## src/rtl/horner_ctrl.sv

```systemverilog
// Memory-mapped cubic polynomial evaluator: p(X) = C3*X^3 + C2*X^2 + C1*X + C0,
// computed by Horner's method with a 4-cycle shift-add multiply per step.
module horner_ctrl (
  input  logic        iClk,
  input  logic        iReset_n,
  input  logic        iChipSelect_n,
  input  logic        iWrite_n,
  input  logic        iRead_n,
  input  logic [2:0]  iAddress,
  input  logic [31:0] iData,
  output logic [31:0] oData,
  output logic        oIrq
);

  typedef enum logic [1:0] {IDLE, MUL, ADD} state_t;

  state_t           state;
  logic [3:0][3:0]  coef, scoef;
  logic [3:0]       x, sx;
  logic             irq_en, done, busy;
  logic [15:0]      result, acc, prod;
  logic [1:0]       k, i;

  logic        wr, rd, start;
  logic [31:0] rd_mux;
  logic [15:0] sum;

  assign wr    = ~iChipSelect_n & ~iWrite_n;
  assign rd    = ~iChipSelect_n & ~iRead_n;
  assign start = wr && (iAddress == 3'd5) && iData[0] && (state == IDLE);
  assign sum   = prod + {12'b0, scoef[k]};
  assign oIrq  = done & irq_en;

  always_comb begin
    rd_mux = 32'b0;
    case (iAddress)
      3'd0, 3'd1, 3'd2, 3'd3: rd_mux = {28'b0, coef[iAddress[1:0]]};
      3'd4:                   rd_mux = {28'b0, x};
      3'd5:                   rd_mux = {29'b0, irq_en, done, busy};
      3'd6:                   rd_mux = {16'b0, result};
      default:                rd_mux = 32'b0;
    endcase
  end

  always_ff @(posedge iClk or negedge iReset_n) begin
    if (!iReset_n) begin
      state  <= IDLE;
      oData  <= '0;
      coef   <= '0;
      scoef  <= '0;
      x      <= '0;
      sx     <= '0;
      irq_en <= 1'b0;
      done   <= 1'b0;
      busy   <= 1'b0;
      result <= '0;
      acc    <= '0;
      prod   <= '0;
      k      <= '0;
      i      <= '0;
    end else begin
      if (rd) oData <= rd_mux;

      if (wr) begin
        case (iAddress)
          3'd0, 3'd1, 3'd2, 3'd3: coef[iAddress[1:0]] <= iData[3:0];
          3'd4:                   x <= iData[3:0];
          3'd5: begin
            irq_en <= iData[1];
            if (iData[2]) done <= 1'b0;
          end
          default: ;
        endcase
      end

      // Completion is assigned after done_clear so it wins on a shared edge.
      case (state)
        IDLE: if (start) begin
          scoef <= coef;
          sx    <= x;
          acc   <= {12'b0, coef[3]};
          prod  <= '0;
          k     <= 2'd2;
          i     <= 2'd0;
          busy  <= 1'b1;
          done  <= 1'b0;
          state <= MUL;
        end
        MUL: begin
          if (sx[i]) prod <= prod + (acc << i);
          i <= i + 2'd1;
          if (i == 2'd3) state <= ADD;
        end
        ADD: begin
          acc  <= sum;
          prod <= '0;
          i    <= 2'd0;
          if (k != 2'd0) begin
            k     <= k - 2'd1;
            state <= MUL;
          end else begin
            result <= sum;
            busy   <= 1'b0;
            done   <= 1'b1;
            state  <= IDLE;
          end
        end
        default: state <= IDLE;
      endcase
    end
  end

endmodule

```

## config.mk

```make
export PLATFORM = sky130hd
export DESIGN_NAME = horner_ctrl
export DESIGN_NICKNAME = d
export VERILOG_FILES = /design/src/rtl/horner_ctrl.sv
export SDC_FILE = /design/constraint.sdc
export NUM_CORES = 1
export LEC_CHECK = 0
export BUFFER_PORTS_ARGS = -buffer_cell sky130_fd_sc_hd__buf_2
export CAP_MARGIN = 20
export CORE_AREA = 3 3 113 115
export DETAILED_ROUTE_END_ITERATION = 12
export DIE_AREA = 0 0 116 118
export GPL_ROUTABILITY_DRIVEN = 0
export PLACE_DENSITY = 0.75
export SLEW_MARGIN = 40
export SYNTH_ARGS = -nofsm -noshare
export SYNTH_HDL_FRONTEND = slang
export SYNTH_SLANG_ARGS = --single-unit
```

## constraint.sdc

```tcl
create_clock -name iClk -period 2.95 [get_ports iClk]
set_input_delay 0.1475 -clock iClk [delete_from_list [all_inputs] [get_ports iClk]]
set_output_delay 0.1475 -clock iClk [all_outputs]
set_load 0.02 [all_outputs]
```

==> report_table.html <==
<table>
<tr><th>Metric</th><th>Value</th></tr>
<tr><th colspan="2">Clock network</th></tr>
<tr><td>Maximum clock path buffer count</td><td>2</td></tr>
<tr><td>CTS clock-pin slew for the worst setup and hold paths</td><td>approximately 0.06 ns</td></tr>
<tr><td>Number of sinks on the clock net</td><td>roughly 110</td></tr>
<tr><td>Cts bufs inserted</td><td>17</td></tr>
<tr><td>Root Buffer</td><td>clkbuf_16</td></tr>
<tr><td>Post-CTS setup buffer count</td><td>0</td></tr>
<tr><td>Clock Latency Late Sink</td><td>0.41 ns</td></tr>
<tr><td>CTS tree</td><td>yes</td></tr>
<tr><td>Number of H-tree branching levels</td><td>4</td></tr>
<tr><th colspan="2">Floorplan</th></tr>
<tr><td>Die X</td><td>about 120 um</td></tr>
<tr><td>Starting Density</td><td>between 50% and 60%</td></tr>
<tr><td>Die extent in y</td><td>about 120 um</td></tr>
<tr><td>Top-Level Pins</td><td>73</td></tr>
<tr><td>Placeable core region</td><td>approximately 0.012 sq mm</td></tr>
<tr><td>Die ar.</td><td>~0.014 sq mm</td></tr>
<tr><td>Cell Rows</td><td>40</td></tr>
<tr><th colspan="2">STA</th></tr>
<tr><td>Fin crit period</td><td>around 2.8 ns</td></tr>
<tr><td>Slew at the pin closest to its max-slew limit</td><td>0.777 ns</td></tr>
<tr><td>Worst Clk Skew</td><td>slightly above 0.009 ns</td></tr>
<tr><td>Setup tns final</td><td>0 ns</td></tr>
<tr><td>Worst-case headroom to the max-slew limit</td><td>48.1%</td></tr>
<tr><td>Number of failing hold endpoints at the final stage</td><td>0</td></tr>
<tr><td>Final slew viol count</td><td>0</td></tr>
<tr><td>Minimum hold slack</td><td>0.0560 ns</td></tr>
<tr><td>Number of setup violations in the final report</td><td>0</td></tr>
<tr><td>Highest attainable clock frequency</td><td>approximately 0.35 GHz</td></tr>
<tr><td>RSZ-0062 raised after global routing</td><td>true</td></tr>
<tr><td>Final period util</td><td>between 90 and 100%</td></tr>
<tr><th colspan="2">Worst setup path</th></tr>
<tr><td>Critical path startpoint category</td><td>register</td></tr>
<tr><td>Startpoint-to-endpoint class of the critical path</td><td>reg -&gt; reg</td></tr>
<tr><td>Reg-to-reg slack, setup</td><td>0.13 ns</td></tr>
<tr><td>Worst-path maximum fanout</td><td>23</td></tr>
<tr><td>Reg-to-Reg Start</td><td>i[0]</td></tr>
<tr><td>Cell chain of the critical path</td><td>buf_12, mux4_2, ha_1, a21oi_2, o211ai_1, a31oi_2, a21oi_1, xnor2_1, a21oi_1, mux2i_1</td></tr>
<tr><td>Number of cells on the worst reg-to-reg path</td><td>10</td></tr>
<tr><td>Worst r2r dst</td><td>prod[15]</td></tr>
<tr><td>Worst path slowest cell</td><td>mux4_2</td></tr>
<tr><td>Critical Path RT</td><td>3.28 ns</td></tr>
<tr><td>Delay contributed by the slowest stage of the critical path</td><td>0.52 ns</td></tr>
<tr><td>Kind of capture point of the worst setup path</td><td>register</td></tr>
<tr><td>Most numerous cell on the critical path</td><td>a21oi_1</td></tr>
<tr><td>Critical Path AT</td><td>~3.2 ns</td></tr>
<tr><th colspan="2">Routing</th></tr>
<tr><td>Post-route ant nets</td><td>0</td></tr>
<tr><td>DRC violation total after the first TritonRoute iteration</td><td>around 300</td></tr>
<tr><td>DR vias</td><td>approximately 4,400</td></tr>
<tr><td>Total wirelength of the detailed-routed design</td><td>13.6 mm</td></tr>
<tr><td>Via count normalized by instance count</td><td>just under 6</td></tr>
<tr><td>Number of search-and-repair iterations in the first detailed-routing pass</td><td>5</td></tr>
<tr><td>Routed wire length per instance</td><td>roughly 18 um</td></tr>
<tr><td>Remaining DRCs</td><td>0</td></tr>
<tr><th colspan="2">Global routing</th></tr>
<tr><td>GRT Total Usage</td><td>roughly a fifth</td></tr>
<tr><td>Total grt overflow</td><td>0</td></tr>
<tr><td>Maximum number of pins on one net before global-route repair</td><td>65</td></tr>
<tr><td>Vias in the first global route</td><td>around 4,600</td></tr>
<tr><td>Antenna violations before repair</td><td>0</td></tr>
<tr><td>Global-route wire length before repair</td><td>~23 mm</td></tr>
<tr><th colspan="2">Placed design</th></tr>
<tr><td>Count of input and output buffers</td><td>28</td></tr>
<tr><td>DPL Wire Length</td><td>between 9 and 10 mm</td></tr>
<tr><th colspan="2">Logic synthesis</th></tr>
<tr><td>Post-synthesis sequential element count</td><td>approximately 110</td></tr>
<tr><td>Register area share after synthesis</td><td>between 40% and 50%</td></tr>
<tr><td>Mean instance size in the synthesized netlist</td><td>11.3 sq um</td></tr>
<tr><td>Count of yosys warnings during synthesis</td><td>0</td></tr>
<tr><td>Dominant cells by area after synthesis</td><td>dfrtp_1, mux2_2, mux4_2, ha_1, nand2_1</td></tr>
<tr><td>Asr flop ratio synth</td><td>100%</td></tr>
<tr><td>Summed instance area of the synthesized netlist</td><td>slightly above 0.006 sq mm</td></tr>
<tr><td>Unique cell type count in the Yosys netlist</td><td>56</td></tr>
<tr><td>Cell taking the most area after synthesis</td><td>dfrtp_1</td></tr>
<tr><td>Area share of the largest cell type after synthesis</td><td>45.6%</td></tr>
<tr><td>Synthesized netlist cell count</td><td>between 500 and 600</td></tr>
<tr><td>Ys flop type</td><td>dfrtp_1</td></tr>
<tr><td>Post-synth EDFFs</td><td>0</td></tr>
<tr><th colspan="2">Job</th></tr>
<tr><td>Max-cap viol count</td><td>0</td></tr>
<tr><th colspan="2">Run status</th></tr>
<tr><td>Run status</td><td>finished, final reports clean</td></tr>
<tr><th colspan="2">Hold path</th></tr>
<tr><td>Worst Hold End</td><td>x[3]</td></tr>
<tr><td>Number of cells traversed by the worst hold path</td><td>2</td></tr>
<tr><td>Hold Path Class</td><td>in -&gt; reg</td></tr>
<tr><td>Min-delay src</td><td>iData[3]</td></tr>
<tr><th colspan="2">Final layout</th></tr>
<tr><td>Final antenna diode count</td><td>0</td></tr>
<tr><td>Commonest cells after routing, fill and taps aside</td><td>dfrtp_1, nand2_1, mux2_2</td></tr>
<tr><td>Fraction of final layout cells with drive strength greater than 1</td><td>between 20% and 30%</td></tr>
<tr><td>Net count of the finished layout</td><td>640</td></tr>
<tr><td>Post-synthesis to final-layout area growth</td><td>13.8%</td></tr>
<tr><td>Most common library cell in the layout ignoring fill and taps</td><td>dfrtp_1</td></tr>
<tr><th colspan="2">Pwr</th></tr>
<tr><td>Peak supply drop</td><td>approximately 0.7 mV</td></tr>
<tr><td>Leakage power of the design</td><td>approximately 3.2 nW</td></tr>
<tr><td>Power per Cell Area</td><td>737 mW/mm^2</td></tr>
</table>
[area by class of cell]
type	instances	area (sq um)
flip-flops and latches	113	2830
clock buffers	18	439
repair buffers	40	264
multi-input cells	395	3140
well taps	147	184
fillers	926	4860
inverters	10	37.5
clock inverters	14	158
[Yosys cell counts (all sizes together), types with 2 or more instances]
library cell and number:
nand2b 7, o211ai 8, a22oi 2, nor3 7
mux2 42, a21oi 20, a21o 7, nand4 4
o22ai 10, nand2 68, o21ai 42, xor2 15
or2 2, o31ai 4, nor2 15, inv 10
fa 2, and3 2, mux4 21, a211oi 4
ha 21, dfrtp 113, o21a 2, buf 29
nand3 9, clkbuf 14, xnor2 12, and2 3
mux2i 7, nor2b 11, a22o 22
[worst max-delay path: cells and delay by family (launching register included)]
kind,cells,cell delay [ns]
multiplexers,2,0.70
AO/OA/AOI/OAI,5,0.87
buffers and inverters,1,0.19
XOR/XNOR,1,0.24
flip-flops,1,0.37
adder cells (fa/ha/maj),1,0.37
[repair_timing]
| action | 4_1_cts | 5_1_grt |
|---|---|---|
| endpoints found under the hold margin | 63 | 0 |
| endpoints found under the setup margin | 0 | 9 |
| gates resized for setup | 0 | 9 |
| hold buffers | 1 | 0 |
[metrics by stage]
| step | total power [mW] | utilization, % | cells | setup WS [ns] | area, sq um |
|---|---|---|---|---|---|
| CTS | 5.23 | 58.9 | 737 | 0.0648 | 7010 |
| global route | 5.47 | 59.2 | 737 | -0.0342 | 7050 |
| global placement | 3.11 | 53.8 | 704 | 0.157 | 6410 |
| finish | 5.20 | 59.2 | 737 | 0.129 | 7050 |
| detailed placement | 3.18 | 53.8 | 704 | 0.115 | 6410 |
| floorplan | 2.86 | - | 562 | 0.113 | 6250 |
[cells by family (layout without fill, tap and decap cells)]
kind of cell	count (synthesis)	after routing	share of synthesized area (%)
other cells	1	16	0.0605
mux	70	70	16.4
flops	113	113	45.6
compound gates	127	127	13.5
xor+xnor	27	27	3.82
simple gates	132	132	10.6
fa+ha+maj	23	23	4.89
buf+inv	54	82	5.13
[how the worst max path moves through the flow]
stage               depth (start not counted)    endpoint  startpoint  slack [ns]
floorplan                                  10    prod[13]        i[0]        0.11
global placement                            9     acc[15]        k[0]        0.16
detailed placement                          9  result[15]        k[0]        0.12
CTS                                        10    prod[15]        i[0]        0.06
global route                               10    prod[15]        i[0]       -0.03
finish                                     10    prod[15]        i[0]        0.13
[routing by layer]
metal / part of all wire [%] / track usage (%) / routed length (um)
met1: 42 / 26.7 / 5690
met2: 51 / 35.7 / 6970
met3: 4.0 / 4.47 / 538
met4: 2.9 / 8.99 / 388
met5: 0 / 0 / 0
[sequential cells by signal, indices dropped and copies added, names as in the netlist]
| signal | flops |
|---|---|
| acc | 16 |
| busy | 1 |
| coef | 16 |
| done | 1 |
| i | 2 |
| irq_en | 1 |
| k | 2 |
| oData | 16 |
| prod | 16 |
| result | 16 |
| scoef | 16 |
| state | 2 |
| sx | 4 |
| x | 4 |
[report_power, final]
group / internal, mW / switching [mW] / leakage, nW
clock network: 1.27 / 0.759 / 0.271
registers: 1.79 / 0.236 / 1.51
logic: 0.561 / 0.584 / 1.44
total: 3.62 / 1.58 / 3.22
Power figures use the tool's default switching activity.
